$ cat src/rtl/grant_lock.sv
// Ownership stage around a 4-way fixed-priority selector.
// Latches a one-hot grant, enforces a hold limit and a one-arbitration penalty after a timeout.
module grant_lock #(
    parameter int unsigned MAX_HOLD = 4,
    parameter int unsigned CW       = $clog2(MAX_HOLD)
) (
    input  logic       clock,
    input  logic       reset,
    input  logic [3:0] req,
    input  logic [3:0] gnt_in,
    output logic [3:0] req_masked,
    output logic       en_out,
    output logic [3:0] gnt_out,
    output logic       busy,
    output logic       timeout
);

    typedef enum logic [1:0] {
        IDLE,
        OWN,
        GAP
    } state_t;

    localparam logic [CW-1:0] LAST = CW'(MAX_HOLD - 1);

    state_t        state_q, state_d;
    logic [3:0]    owner_q, owner_d;
    logic [CW-1:0] count_q, count_d;
    logic [3:0]    penalty_q, penalty_d;
    logic          timeout_q, timeout_d;
    logic [3:0]    gnt_top;

    assign req_masked = req & ~penalty_q;
    assign timeout    = timeout_q;

    // A malformed multi-bit grant is reduced to its highest-priority bit.
    always_comb begin
        gnt_top = '0;
        if (gnt_in[3])      gnt_top = 4'b1000;
        else if (gnt_in[2]) gnt_top = 4'b0100;
        else if (gnt_in[1]) gnt_top = 4'b0010;
        else if (gnt_in[0]) gnt_top = 4'b0001;
    end

    always_comb begin
        state_d   = state_q;
        owner_d   = owner_q;
        count_d   = count_q;
        penalty_d = penalty_q;
        timeout_d = 1'b0;
        en_out    = 1'b0;
        busy      = 1'b0;
        gnt_out   = '0;
        case (state_q)
            IDLE: begin
                en_out = 1'b1;
                if (gnt_in != 4'b0000) begin
                    owner_d   = gnt_top;
                    count_d   = '0;
                    penalty_d = '0;
                    state_d   = OWN;
                end else if (req_masked == 4'b0000 && penalty_q != 4'b0000) begin
                    penalty_d = '0;
                end
            end
            OWN: begin
                busy    = 1'b1;
                gnt_out = owner_q;
                if ((req & owner_q) == 4'b0000) begin
                    state_d = GAP;
                end else if (count_q == LAST) begin
                    penalty_d = penalty_q | owner_q;
                    timeout_d = 1'b1;
                    state_d   = GAP;
                end else begin
                    count_d = count_q + 1'b1;
                end
            end
            GAP: begin
                state_d = IDLE;
            end
            default: begin
                state_d = IDLE;
            end
        endcase
    end

    always_ff @(posedge clock or posedge reset) begin
        if (reset) begin
            state_q   <= IDLE;
            owner_q   <= '0;
            count_q   <= '0;
            penalty_q <= '0;
            timeout_q <= 1'b0;
        end else begin
            state_q   <= state_d;
            owner_q   <= owner_d;
            count_q   <= count_d;
            penalty_q <= penalty_d;
            timeout_q <= timeout_d;
        end
    end

endmodule

$ cat config.mk
export PLATFORM = sky130hd
export DESIGN_NAME = grant_lock
export DESIGN_NICKNAME = d
export VERILOG_FILES = /design/src/rtl/grant_lock.sv
export SDC_FILE = /design/constraint.sdc
export NUM_CORES = 1
export LEC_CHECK = 0
export CAP_MARGIN = 20
export CORE_AREA = 8 8 52 54
export DETAILED_ROUTE_END_ITERATION = 10
export DIE_AREA = 0 0 60 62
export PLACE_DENSITY = 0.68
export SYNTH_ARGS = -nofsm -noshare
export SYNTH_HDL_FRONTEND = slang
export SYNTH_SLANG_ARGS = --single-unit
export TNS_END_PERCENT = 1
$ cat constraint.sdc
create_clock -name clock -period 1.29 [get_ports clock]
set_input_delay 0.387 -clock clock [delete_from_list [all_inputs] [get_ports clock]]
set_output_delay 0.387 -clock clock [all_outputs]
set_load 0.05 [all_outputs]
; Word level (Yosys, flattened, before mapping)
; Index checks and enable logic that the tools add are counted.
[classes]
addsub = 1
n_eq_ne = 8
n_mux = 23
bitwise = 4
n_reduce_logical = 11
[op_table]
columns = op, count
row1 = 2-to-1 mux 4 bit, 6
row2 = 2-to-1 mux 2 bit, 7
row3 = AND 4 bit, 2
row4 = logical NOT 4 bit, 2
row5 = "!= test 2 bit, second input constant", 4
row6 = case mux 2 bit (2 select lines), 2
row7 = case mux 4 bit (2 select lines), 1
row8 = AND reduction 4 bit, 2
row9 = nonzero test 4 bit, 2
row10 = 2-to-1 mux 1 bit, 6
row11 = "!= test 3 bit, second input constant", 2
row12 = inverter 4 bit, 1
row13 = bitwise OR 4 bit, 1
row14 = AND reduction 2 bit, 2
row15 = 2-to-1 mux 3 bit, 1
row16 = "adder 2 x 1 -> 2 bit, second input constant", 1
row17 = "== test 2 x 1 -> 1 bit, second input constant", 1
row18 = "== test 2 bit, second input constant", 1
row19 = logical NOT 2 bit, 1
row20 = nonzero test 2 bit, 1
row21 = logical AND 1 bit, 1
[word_totals]
regBits = 13
output_inout_bits = 11
elab_cells = 52

; Longest topological paths before layout
[depth]
word_depth = 7
depth_mapped = 5
mapped_depth_nobuf = 4

; Worst setup path after synthesis
; Ideal clock, no wire load.
[synth_path]
kind = register to output
from = reg state_q[1]
to = out gnt_out[0]
t_arrival_ps = 1663
setup_slack_ps = -760
stages_incl_launch_ff = 4
cell_sequence = dfrtp_1 > nor2b_1 > clkbuf_1 > and2_1
[synth_via]
elab_chain_cells = 2
[synth_rtl]
columns = element, line
row1 = "start, declared", 26  ; state_t state_q, state_d;
row2 = "start signal, assigned", 96  ; state_q <= state_d;
row3 = == test 2 x 1 -> 1 bit, 54  ; case (state_q)
row4 = 2-to-1 mux 4 bit, 54
row5 = "end, declared", 13  ; output logic [3:0] gnt_out,
; No other way between the ends.

; Worst setup path after layout
[layout_path]
from = reg state_q[1]
to = out en_out
[layout_via]
elab_chain_cells = 2
[layout_rtl]
columns = element, line
row1 = logical NOT 2 bit, 54
row2 = 2-to-1 mux 1 bit, 54
row3 = "end, declared", 12  ; output logic en_out,
; No other way between the ends.

==> results by group <==
Setup path
  – Reg2reg start: state_q[1]$_DFFE_PP0P_
  – Element type at the critical path end: output pin
  – CP Cell Sequence: or2_1 > clkinv_4 > buf_12
  – RR Endpoint: count_q[0]$_DFFE_PP0P_
  – Worst-path maximum fanout: 5
  – Critical path class: flop to output pin
  – Crit path largest cell delay: 0.41 ns
  – Critical-path cell with the highest stage delay: dfrtp_1
  – Setup crit start: state_q[1]$_DFFE_PP0P_
  – R2R cell count: 6
  – Required @ worst endpoint: 0.90 ns
  – Setup slack, reg-to-reg: -0.08 ns
  – Setup crit start kind: flop
  – Critical path arrival: 1.20 ns

Run status
  – Status: complete, but fails checks
  – Failing checks: setup timing

Die
  – Core Footprint: 1902 um2
  – Top Ports: 21
  – Initial Utilization: 37.11%
  – Die height: 62 um
  – Die Area: 3720 um2
  – Die W: 60 um
  – FP Rows: 16

Placed design
  – HPWL after detailed placement: 1680 um
  – Routability congestion estimate: 0.7788
  – Dpl cells: 131
  – I/O Buffers: 20

Pwr
  – Pwr/cell area: 2010 nW/um2
  – LEAKAGE: 0.6234 nW
  – Maximum vdd ir drop: 1410 uV

GRT
  – Vias in the first global route: 803
  – Initial antenna violation count: 0
  – First-pass GRT wire length: 3622 um
  – Grt ovf: 0
  – Total GRT Usage: 13.26%
  – Pin count of the biggest net entering global routing: 14

Detailed routing
  – Post-Route WL: 2256 um
  – Via-to-Cell Ratio: 5.162
  – # DRC: 0
  – DR iter-0 viols: 16
  – Post-DRT Antenna Nets: 0
  – Via count: 733
  – WL per Instance: 15.89 um
  – Drt pass-1 iters: 4

Yosys
  – Top cells by area, synth: dfrtp_1 (46%), nand2_1 (5.3%), o211ai_1 (5.3%)
  – #FFs+latches synth: 13
  – Mapped Area: 705.7 um2
  – Cells after synthesis: 69
  – Area leader, netlist: dfrtp_1
  – Avg Cell Area, Syn: 10.23 um2
  – Library cells used by synthesis: 25
  – Ys flop type: dfrtp_1
  – Post-synth top cells: dfrtp_1 (13), nand2_1 (10), nor2b_1 (5), o211ai_1 (5)
  – Async S/R FF share, synth: 100.0%
  – Sequential share of the synthesized area: 46.10%
  – Warning count from the yosys run: 0
  – Synthesized Nets: 80
  – Most numerous cell in the Yosys netlist: dfrtp_1
  – Share of the synthesized area in the top cell type: 46.10%
  – Post-synth EDFFs: 0

Timing
  – # setup viols final: 14
  – Relative slew slack: 84.94%
  – Least-Margin Pin Slew: 0.2257 ns
  – Fin Setup TNS: -2.343 ns
  – Minimum clock period: 1.585 ns
  – Slew Limit Fails: 0
  – RSZ-0062 raised after global routing: yes
  – Clk_skew: 0.002961 ns
  – Fin. Hold Viols: 0
  – Period utilisation layout: 122.9%
  – Final setup margin: -0.2950 ns
  – Achievable Freq: 630.9 MHz

CTS
  – Root buf cell: clkbuf_4
  – TritonCTS clock tree: built
  – Worst-Skew Late Latency: 0.27 ns
  – Buffer depth of the longest clock path: 2
  – H-tree levels: 1
  – Cts bufs inserted: 3
  – Reg clk slew, reported paths: 0.09 ns
  – CTS sink count: 13

Finish
  – Layout cells sized above 1: 47.83%
  – Post-Layout Cell Count: 142
  – Syn-to-layout area delta: 85.46%
  – Filler Cells Inserted: 136
  – Finished Core Util: 68.82%
  – Total Nets Final: 127
  – # diodes: 0

Min path
  – Min-Delay Path Class: primary input to asynchronous set/reset pin

Run
  – Max-Cap Viols: 0
registers in the layout, indices dropped and copies added, names as in the netlist:
signal,count
owner_q,4
penalty_q,4
count_q,2
state_q,2
timeout,1
report_power, final:
group | switching (mW) | internal, mW
clock | 0.138 | 0.120
combinational | 0.871 | 0.892
sequential | 0.0880 | 0.522
worst max-delay path: cells and delay by family, from the launching register on:
kind | cells | cell delay (ns)
DFF | 1 | 0.41
and+or+nand+nor | 1 | 0.27
buffers and inverters | 2 | 0.24
worst max-delay path by stage:
| stage | to | slack [ns] | cells past startpoint |
|---|---|---|---|
| 6_report | en_out | -0.30 | 3 |
| 5_1_grt | gnt_out[0] | -0.34 | 3 |
| 4_1_cts | gnt_out[0] | -0.30 | 3 |
| 3_5_place_dp | owner_q[3]$_DFFE_PP0P_ | -0.54 | 4 |
| 3_3_place_gp | owner_q[3]$_DFFE_PP0P_ | -0.48 | 4 |
| 2_1_floorplan | gnt_out[0] | -0.07 | 3 |
per-stage QoR:
stage	area (um2)	setup WS [ns]	power (mW)	hold WS, ns
floorplan	742.0	-0.07420	1.479	0.2640
global placement	1195	-0.4807	2.179	0.4637
detailed placement	1195	-0.5436	2.227	0.5118
CTS	1295	-0.2995	2.591	0.4028
global route	1309	-0.3432	2.758	0.4259
finish	1309	-0.2950	2.631	0.3965
final cells by class:
class                      instances  area (um2)  area share (%)
timing repair buffer              44       488.0           37.28
multi-input combinational         50       415.4           31.74
sequential                        13       325.3           24.86
tap                               27       33.78           2.581
clock buffer                       4       26.28           2.008
inverter                           4       20.02           1.530
cells by family after synthesis:
family          Yosys count  share of synthesized area, %
simple gates             27                         21.99
compound gates           19                         21.63
flops                    13                         46.10
buf+inv                   6                         3.544
mux                       3                         4.964
fa+ha+maj                 1                         1.773
layout by cell type, fill, tap and decap left out, drive strengths merged:
cell	n
buf	35
dfrtp	13
nand2	10
dlygate4sd2	7
nor2b	5
o211ai	5
o2111ai	4
and2	4
clkbuf	4
inv	3
nor2	3
o21ai	3
a22o	2
a21oi	2
nor4	2
mux2i	2
or2	1
or3	1
clkinv	1
mux2	1
o21a	1
a32o	1
nor3b	1
a21o	1
ha	1
dlymetal6s2s	1
clkdlybuf4s50	1
metal layers:
metal  track usage, %  up-vias  wire length [um]
met5                0        -                 0
met4            6.463        0                51
met3            3.498        6               141
met2            24.00       34              1208
met1            14.00      347               854
li1                 -      346                 -
timing repair:
| item | in CTS | in global routing |
|---|---|---|
| setup buffers | 6 | 1 |
| hold buffers | 0 | 0 |
| cloned | 0 | 0 |
| setup endpoints to repair | 20 | 19 |
| pin swaps | 5 | 0 |
| resized for setup | 14 | 2 |
(Power assumes the default switching activity.)
==> RTL edit, RTL diff (config.mk and constraints unchanged) <==
The parameter `MAX_HOLD` goes from 4 to 2.
--- a/src/rtl/grant_lock.sv
+++ b/src/rtl/grant_lock.sv
@@ -2,5 +2,5 @@
 // Latches a one-hot grant, enforces a hold limit and a one-arbitration penalty after a timeout.
 module grant_lock #(
-    parameter int unsigned MAX_HOLD = 4,
+    parameter int unsigned MAX_HOLD = 2,
     parameter int unsigned CW       = $clog2(MAX_HOLD)
 ) (
Formal check against the unedited RTL: not equivalent (Yosys sat finds a counterexample within 4 cycles, from zero or initial values and one cycle with reset high).
==> RTL edit against the unedited design <==
The flow still finishes with violations (setup timing); area after synthesis is 18% lower; count of clock-buffer cells in the layout stayed put; power is 5.2% lower; worst setup slack worse by 180 ps; hold slack worse by 17 ps; sequential power is 4.6% lower; cell area is 11% lower; fmax is 10% lower; sequential cell count is 1 lower; wire length is 26% lower; core utilization is 7.6 points lower; critical path type is now reg2reg; critical endpoint is now penalty_q[0]$_DFFE_PP0P_.
==> RTL edit: results (changes against the unedited design) <==
[setup_path]
crit_fanout=3  ; -2
critPathArrivalTime_ps=1930  ; +730 ps

[synthesis]
synth_edf_count=0  ; unchanged
synth-async-reset-ratio_pct=100  ; unchanged
ys_warn_count=0  ; unchanged
synthTopCellsByArea=dfrtp_1 (52%), a32o_2 (5.8%), and2_1 (5.4%), nor2b_1 (5.4%), a32o_1 (3.5%)
synth_top_cells_by_count=dfrtp_1 (12), and2_1 (5), nand2_1 (5), nor2b_1 (5)
syn-num-nets=63  ; -21%
synth-seq-area-share_pct=51.8  ; +5.7 points
ys_types=23  ; -8.0%

[clocking]
worst_skew_pair.late_latency_ps=280
clock_path_buffers=2  ; unchanged
htreeDepth=1  ; unchanged
root_buffer=clkbuf_4
cts_inserted_buffers=3  ; unchanged
cts.clk_slew.worst_paths_ps=80

[timing]
worst_slack_ps=-472  ; -177 ps
finalSetupViolCount=14  ; unchanged
slew_viol_final=0  ; unchanged
skew_ps=7.24  ; +4.28 ps
worstMarginPinSlew_ps=310  ; +84.5 ps

[drt]
viasPerCell=4.59  ; -11%
firstDrtPassIters=4  ; unchanged
routedWlPerCell_um=13.4  ; -16%
drt-initial-drc-count=3  ; -13

[global_route]
antenna_found_initial=0  ; unchanged
grt_pass1_wl_um=2710  ; -25%
grt.total_usage_pct=9.94  ; -3.3 points
grt_pass1_vias=580  ; -28%
grt_max_degree=13  ; -1

[cells_and_area]
diodes=0  ; unchanged
fin_nets=109  ; -14%
drive_gt1_share_pct=55.1  ; +7.3 points
reg.largest.list=owner_q x4, penalty_q x4, state_q x2
n_fill_cell=160  ; +18%

[place]
dpl.hpwl_um=1350  ; -19%
globalplace.congestion=0.810  ; +4.0%
place_area_mm2=0.00108  ; -9.4%
port_buffers=20  ; unchanged

[hold_path]
hp-class=in2async

[outcome]
violations=setup timing
outcome=complete, but fails checks

[power_and_ir_drop]
ir_drop_mv=1.37  ; -3.0%
p_leak_nw=0.570  ; -8.5%

==> RTL edit: cell count changes after synthesis, sizes merged, moves of 4 or more <==
cell,before,now
a32o,1,5
nand2,10,5
o2111ai,4,0
o211ai,5,0
==> RTL edit: area by class of cell <==
cell class                      count  area, um^2  share of cell area [%]
Tap cell                           27        33.8                    2.90
Multi-Input combinational cell     38         307                    26.3
Sequential cell                    12         300                    25.8
Inverter                            2        7.51                   0.645
Clock buffer                        4        36.3                    3.12
Timing Repair Buffer               42         479                    41.2
==> RTL edit: cells by family after synthesis <==
group | share of synthesized area, %
simple gates | 26.1
compound gates | 20.1
buf+inv | 1.94
flops | 51.8
==> RTL edit: where the power goes <==
part	internal, mW	total (mW)	switching (mW)	leakage, nW
logic	0.842	1.61	0.767	0.391
clock network	0.172	0.303	0.131	0.0210
registers	0.490	0.582	0.0915	0.159
total	1.50	2.49	0.990	0.570
==> RTL edit: metrics by stage <==
stage	worst slack (ps)	TNS [ps]	instances	hold WS, ps	power, mW
final	-472	-4760	125	380	2.49
after global routing	-508	-5480	125	424	2.62
after CTS	-470	-4870	125	378	2.50
after detailed placement	-984	-8720	120	505	2.09
after global placement	-982	-8390	120	491	2.05
after floorplan	-727	-5810	53	252	1.27
==> RTL edit: path summary, 6_finish.rpt <==
kind	slack, ps	endpoint	start	cells after the start
max in group asynchronous	750	timeout$_DFF_PP0_	reset	3
setup / recovery	-470	penalty_q[0]$_DFFE_PP0P_	penalty_q[2]$_DFFE_PP0P_	4
hold reg to reg	500	state_q[0]$_DFFE_PP0P_	count_q$_DFFE_PP0P_	1
setup reg to reg	-470	penalty_q[0]$_DFFE_PP0P_	penalty_q[2]$_DFFE_PP0P_	4
min in group clock	500	state_q[0]$_DFFE_PP0P_	count_q$_DFFE_PP0P_	1
hold / removal	380	owner_q[0]$_DFFE_PP0P_	reset	3
==> RTL edit: repair_timing <==
action / 4_1_cts / 5_1_grt
pin swaps: 7 / 2
endpoints found under the setup margin: 19 / 17
gates resized for setup: 17 / 4
setup buffers: 1 / 0
gates cloned: 0 / 0
==> RTL edit: layer usage <==
| layer | vias to the layer above | wire (um) | global-route usage (%) |
|---|---|---|---|
| met5 | - | 0 | 0 |
| met4 | 0 | 35 | 7.14 |
| met3 | 4 | 77 | 1.03 |
| met2 | 18 | 889 | 17.8 |
| met1 | 267 | 668 | 10.7 |
| li1 | 285 | - | - |
==> RTL edit: worst max-delay path: stages (launching register included) <==
cell and delay (ps):
dfrtp_1 350, and2b_4 190, or4b_4 510, or3_4 350, a32o_2 250
